==> config.mk <==
export PLATFORM = sky130hd
export DESIGN_NAME = dpram_port_arbiter
export DESIGN_NICKNAME = d
export VERILOG_FILES = /design/src/rtl/dpram_port_arbiter.sv
export SDC_FILE = /design/constraint.sdc
export NUM_CORES = 1
export LEC_CHECK = 0
export BUFFER_PORTS_ARGS = -buffer_cell sky130_fd_sc_hd__buf_2
export CAP_MARGIN = 20
export CORE_MARGIN = 4
export CORE_UTILIZATION = 45
export DETAILED_ROUTE_END_ITERATION = 8
export PLACE_DENSITY = 0.83
export SLEW_MARGIN = 20
export SYNTH_ARGS = -nofsm -noshare
export SYNTH_HDL_FRONTEND = slang
export SYNTH_SLANG_ARGS = --single-unit
==> constraint.sdc <==
create_clock -name clk -period 5.9 [get_ports clk]
set_input_delay 0.59 -clock clk [delete_from_list [all_inputs] [get_ports clk]]
set_output_delay 0.59 -clock clk [all_outputs]
set_load 0.02 [all_outputs]
==> src/rtl/dpram_port_arbiter.sv <==
// Round-robin arbiter sharing one port of a 64x8 dual-port RAM among NREQ
// single-beat requesters. The winning command is registered onto the RAM
// port. Read data returns with a one-hot rvalid two cycles after the accept.
module dpram_port_arbiter #(
  parameter int NREQ = 4,
  parameter int AW   = 6,
  parameter int DW   = 8
) (
  input  logic              clk,
  input  logic              rst,
  input  logic [NREQ-1:0]    req,
  input  logic [NREQ-1:0]    req_we,
  input  logic [NREQ*AW-1:0] req_addr,
  input  logic [NREQ*DW-1:0] req_wdata,
  output logic [NREQ-1:0]    gnt,
  output logic [NREQ-1:0]    rvalid,
  output logic [DW-1:0]      rdata,
  output logic [AW-1:0]      ram_addr,
  output logic [DW-1:0]      ram_data,
  output logic              ram_we,
  input  logic [DW-1:0]      ram_q
);

  localparam int IW = (NREQ > 1) ? $clog2(NREQ) : 1;
  localparam logic [NREQ-1:0] ONE = {{(NREQ-1){1'b0}}, 1'b1};

  // Round-robin pointer: the index searched first on the next arbitration.
  logic [IW-1:0] ptr;

  // Combinational arbitration result.
  logic [IW-1:0] win;
  logic          found;

  // A read was issued at the last edge, and which requester issued it.
  logic          rd_issued_p1;
  logic [IW-1:0] rd_owner_p1;

  // Index increment, wrapping modulo NREQ.
  function automatic logic [IW-1:0] next_idx(input logic [IW-1:0] i);
    if (int'(i) == NREQ - 1) begin
      return '0;
    end
    return i + 1'b1;
  endfunction

  // Search req from ptr upward, wrapping; the first set bit wins.
  always_comb begin
    logic [IW-1:0] idx;
    found = 1'b0;
    win   = '0;
    idx   = ptr;
    for (int k = 0; k < NREQ; k++) begin
      if (!found && req[idx]) begin
        found = 1'b1;
        win   = idx;
      end
      idx = next_idx(idx);
    end
  end

  assign gnt = found ? (ONE << win) : '0;

  // Read data is the RAM's registered output, qualified by rvalid.
  assign rdata = ram_q;

  // Accept stage (p0 -> p1): register the winning command onto the RAM port
  // and remember whether a read is in flight. The read-return strobe is
  // produced one edge later, aligned with the RAM's registered q.
  always_ff @(posedge clk or posedge rst) begin
    if (rst) begin
      ptr          <= '0;
      ram_we       <= 1'b0;
      ram_addr     <= '0;
      ram_data     <= '0;
      rd_issued_p1 <= 1'b0;
      rd_owner_p1  <= '0;
      rvalid       <= '0;
    end else begin
      // p1 -> p2: RAM samples the address now; q is valid in the next cycle.
      rvalid <= rd_issued_p1 ? (ONE << rd_owner_p1) : '0;
      if (found) begin
        ptr          <= next_idx(win);
        ram_addr     <= req_addr[win*AW +: AW];
        ram_data     <= req_wdata[win*DW +: DW];
        ram_we       <= req_we[win];
        rd_issued_p1 <= ~req_we[win];
        rd_owner_p1  <= win;
      end else begin
        // Idle: address holds, the RAM does a harmless read that is ignored.
        ram_we       <= 1'b0;
        rd_issued_p1 <= 1'b0;
      end
    end
  end

endmodule
; Word level (Yosys, flattened, before mapping)
; Cells that the tools add are included.
[op_classes]
n_reduce_logical = 6
n_addsub = 4
mux = 35
bitwise = 1
mul = 1
order_cmp = 5
shift = 4
n_eq_ne = 4
[ops]
columns = operator, n
row1 = $shiftx A32 B6 Y8, 1
row2 = $mux W2, 12
row3 = $shiftx A24 B6 Y6, 1
row4 = $mux W1, 16
row5 = $lt A2 B3 Y1 const B, 5
row6 = $bmux W1 S2, 5
row7 = $add A2 B1 Y2 const B, 4
row8 = $eq A2 B1 Y1 const B, 4
row9 = $mux W4, 2
row10 = $shl A1 B2 Y4 const A, 2
row11 = $mul A2 B2 Y4 const B, 1
row12 = $logic_and A1 B1 Y1, 3
row13 = $logic_not A1 Y1, 3
row14 = $not A1 Y1, 1
[word_totals]
elab_cells = 67
regBits = 24

; Logic depth before layout (Yosys ltp)
[depth]
ltp_word = 17
mapped_depth = 11
ltp_nobuf = 8

; Worst setup path before layout
; Ideal clock, no wire load.
[synth_timing]
path_type = register to output
start = reg ptr[1]
end = out gnt[0]
t_arrival_ps = 2512
setup_slack_ps = 2798
stages_incl_launch_ff = 12
required_ps = 5310
cell_sequence = dfrtp_1 > ha_1 > or2_1 > buf_2 > a311o_1 > a311o_1 > buf_4 > inv_2 > buf_4 > buf_4 > ha_1 > and2_1
[synth_via]
elab_chain_len = 15
word_cells_on_any_way = 36
cone_classes = add/sub: 3 / eq/ne: 3 / shift: 1 / mux: 23 / reduce/logical: 6
[synth_lines]
columns = item, line
row1 = from (decl), 28  ; logic [IW-1:0] ptr;
row2 = from (signal assigned), 82  ; ptr <= next_idx(win);
row3 = branches (longest 12 deep; another with $add A2 B1 Y2), --
row4 = $mux W2 *, 53  ; if (!found && req[idx]) begin
row5 = net win[0], 31  ; logic [IW-1:0] win;
row6 = $shl A1 B2 Y4 *, 61  ; assign gnt = found ? (ONE << win) : '0;
row7 = $mux W4 *, 61
row8 = to (decl), 15  ; output logic [NREQ-1:0] gnt,
; Mark *: on every way through the listed nets, which the timed path passes. The select of a mux whose other input is x is not followed.

; Worst setup path in the final report
[layout_timing]
start = reg ptr[0]
end = out gnt[0]
[layout_via]
elab_chain_len = 15
word_cells_on_any_way = 36
cone_classes = add/sub: 3 / eq/ne: 3 / shift: 1 / mux: 23 / reduce/logical: 6
[layout_lines]
columns = item, line
row1 = branches (longest 14 deep; another with $add A2 B1 Y2), --
row2 = $mux W4 *, 61
; Every way passes the cells marked *. The select of a mux whose other input is x is not followed.

==> flow_metrics.env <==
export IMPL_status="complete, no violations"
export IMPL_synth_distinct_cells=43
export IMPL_clk_insertion_delay_late_ps=270
export IMPL_critPathMaxFanout=12
export IMPL_synthCells=171
export IMPL_final_common_cell="sky130_fd_sc_hd__buf_2"
export IMPL_tritoncts_clock_tree="built"
export IMPL_antenna_found_initial=0
export IMPL_ios=105
export IMPL_synth_enable_flop_cells=0
export IMPL_family_of_cells_with_the_greatest_summed_delay_on_the_critical_path="simple AND/OR/NAND/NOR gates"
export IMPL_synth_flop_cell="sky130_fd_sc_hd__dfrtp_1"
export IMPL_antenna_diode_count=0
export IMPL_wire_per_inst_um=14.2
export IMPL_rsz0062_at_grt="false"
export IMPL_drt_iter0_drc=58
export IMPL_power_share_clock_pct=10.2
export IMPL_hold_path_class="in2async"
export IMPL_final_cell_mix="sky130_fd_sc_hd__buf_2 (88), sky130_fd_sc_hd__dfrtp_1 (24), sky130_fd_sc_hd__mux2i_1 (14)"
export IMPL_detailed_place_hpwl_um=3280
export IMPL_finalNetCount=324
export IMPL_tightestPinTransition_ps=877
export IMPL_path_cells="ha_1 -> or2_1 -> or4b_1 -> a221oi_2 -> or3_1 -> inv_2 -> ha_1 -> and2_1 -> buf_2"
export IMPL_clk_path_buf_depth=2
export IMPL_cp_required_ps=5310
export IMPL_final_setup_skew_ps=2.06
export IMPL_timing_critical_path_to_type="output port"
export IMPL_pwr_share_seq_pct=22.0
export IMPL_cpMaxStageDelayCell="sky130_fd_sc_hd__or4b_1"
export IMPL_die_area_mm2=0.00494
export IMPL_final_setup_tns_ps=0
export IMPL_hold_ws_ps=490
export IMPL_core_region_area_mm2=0.00372
export IMPL_route_detailed_vias_per_inst=5.28
export IMPL_number_of_drc_violations_after_detailed_routing=0
export IMPL_worst_setup_path_start_kind="flop"
export IMPL_slew_violations=0
export IMPL_numClockSinks=24
export IMPL_slew_headroom_pct=41.5
export IMPL_placement_rows=22
export IMPL_syn_nets=250
export IMPL_first_global_vias=1618
export IMPL_number_of_cells_in_the_design_after_placement=288
export IMPL_comb_pwr_share_pct=67.7
export IMPL_power_switching_fraction_pct=46.0
export IMPL_totalWireLength_um=4160
export IMPL_timing_final_setup_violations=0
export IMPL_cts_resized=0
export IMPL_starting_utilization_of_the_core_area_pct=47.0
export IMPL_cp_arrival_ps=3340
export IMPL_critical_path_buf_inv_count=2
export IMPL_yosysSeqAreaShare_pct=34.4
export IMPL_crit_path_max_incr_delay_ps=520
export IMPL_firstDrtPassIters=4
export IMPL_finalCritPeriodShare_pct=66.6
export IMPL_postCtsSetupBuffers=0
export IMPL_cts_reportedPaths_clkPinSlew_ps=80
export IMPL_cts_inserted_buffers=3
export IMPL_cpMostUsedCell="sky130_fd_sc_hd__ha_1"
export IMPL_grt_first_pass_wirelength_um=7210
export IMPL_post_synth_instance_area_mm2=0.00175
export IMPL_sequential_cell_area_um2=601
export IMPL_postRouteAntennaNets=0
export IMPL_io_buffer_count=88
export IMPL_finalHoldViolCount=0
export IMPL_dr_total_vias=1543
export IMPL_cts_root_buf="sky130_fd_sc_hd__clkbuf_8"
export IMPL_global_route_overflow_total=0
export IMPL_timing_worst_setup_path_type="reg2out"
export IMPL_pin_count_of_the_biggest_net_entering_global_routing=31
export IMPL_synth_async_sr_flop_share_pct=100
export IMPL_cts_max_level=1
export IMPL_cts_hold_buffers_added=0
export IMPL_final_instance_count_excl_fill=292
export IMPL_fmaxAchievable_ghz=0.255
export IMPL_power_density_cell_area_mw_per_mm2=638
export IMPL_cellInternalPower_mw=0.758
export IMPL_syn_avg_cell_area_um2=10.2
export IMPL_switchingPower_mw=0.644
export IMPL_layout_area_overhead_vs_synth_pct=25.7
export IMPL_gp_congestion=0.769
export IMPL_p_leak_nw=1.14
export IMPL_vertical_die_dimension_um=70.3
export IMPL_die_boundary_width_um=70.3
export IMPL_multi_input_comb_area_um2=963
export IMPL_layout_min_cycle_time_ps=3930
export IMPL_timing_max_cap_violations=0
export IMPL_drive_gt1_share_pct=46.3
export IMPL_vdd_drop_max_mv=0.290
export IMPL_global_route_usage_sum_pct=18.1
export IMPL_fillers=335
export IMPL_count_of_synthesis_stage_warnings_from_yosys=0
export IMPL_ys_seq_elements=24
## metal layers
layer  wire (µm)  part of all wire, %  GRT usage [%]
met4          78                  1.9           7.87
met5           0                    0              0
met1        1670                   40           21.3
met2        2090                   50           30.6
met3         319                  7.7           5.04
## power groups by stage
stage	Clock, mW	Combinational, mW	Sequential, mW
5_1_grt	0.154	1.05	0.322
3_3_place_gp	0	0.942	0.308
6_report	0.143	0.950	0.309
3_5_place_dp	0	0.964	0.311
4_1_cts	0.147	0.963	0.309
2_1_floorplan	0	0.711	0.379
## area by class of cell
type | count | area share, %
Multi-Input combinational cell | 114 | 43.9
Sequential cell | 24 | 27.4
Timing Repair Buffer | 90 | 20.7
Tap cell | 48 | 2.74
Inverter | 12 | 2.05
Clock buffer | 3 | 1.88
Clock inverter | 1 | 1.37
## cells by family after synthesis
logic type               count (synthesis)  synth area share (%)
AO/OA/AOI/OAI                           40                  17.0
AND/OR/NAND/NOR                         35                  11.2
multiplexers                            34                  23.1
buffers and inverters                   33                  10.8
flip-flops                              24                  34.4
adder cells (fa/ha/maj)                  5                  3.58
## worst register-to-register path: cells and delay by family (launching register included)
family | cells | cell delay (ps)
compound gates | 4 | 1100
buf+inv | 1 | 540
flops | 1 | 510
mux | 1 | 370
simple gates | 1 | 340
fa+ha+maj | 1 | 310
## metrics by stage
step / instance area (µm²) / util (%) / power (mW) / setup slack, ps
2_1_floorplan: 1750 / - / 1.09 / 2800
3_3_place_gp: 2120 / 57.2 / 1.25 / 2320
3_5_place_dp: 2120 / 57.2 / 1.27 / 2260
4_1_cts: 2200 / 59.1 / 1.42 / 1940
5_1_grt: 2200 / 59.1 / 1.53 / 1760
6_report: 2200 / 59.1 / 1.40 / 1970
## registers in the layout (all words and copies together) (netlist names)
signal	cells
rd_owner_p1	2
ptr	2
ram_addr	6
rd_issued_p1	1
ram_we	1
rvalid	4
ram_data	8
## worst paths after layout
kind                                     to  slack [ps]           start  depth (start not counted)
worst min-delay path              rvalid[0]         490             rst                          2
worst max register to register  ram_data[6]        2620          ptr[0]                          8
min in group clk                  rvalid[1]         500  rd_owner_p1[1]                          1
worst max-delay path                 gnt[0]        1970          ptr[0]                          9
max in group asynchronous            ptr[0]        4870             rst                          2
worst min register to register    rvalid[1]         500  rd_owner_p1[1]                          1
## synth_stat cells, drive strengths merged, types with 2 or more instances
master / number / area [µm²]
mux2: 19 / 240
a21oi: 7 / 35.0
o211ai: 8 / 60.1
nand2: 11 / 41.3
dfrtp: 24 / 601
mux2i: 14 / 140
and3: 2 / 12.5
inv: 12 / 45.1
or4b: 2 / 20.0
nor2: 4 / 15.0
o22ai: 7 / 43.8
buf: 18 / 133
clkbuf: 3 / 11.3
a32oi: 6 / 52.6
nor3: 3 / 20.0
and2: 5 / 31.3
ha: 5 / 62.6
a311o: 2 / 20.0
Power figures use the tool's default switching activity.
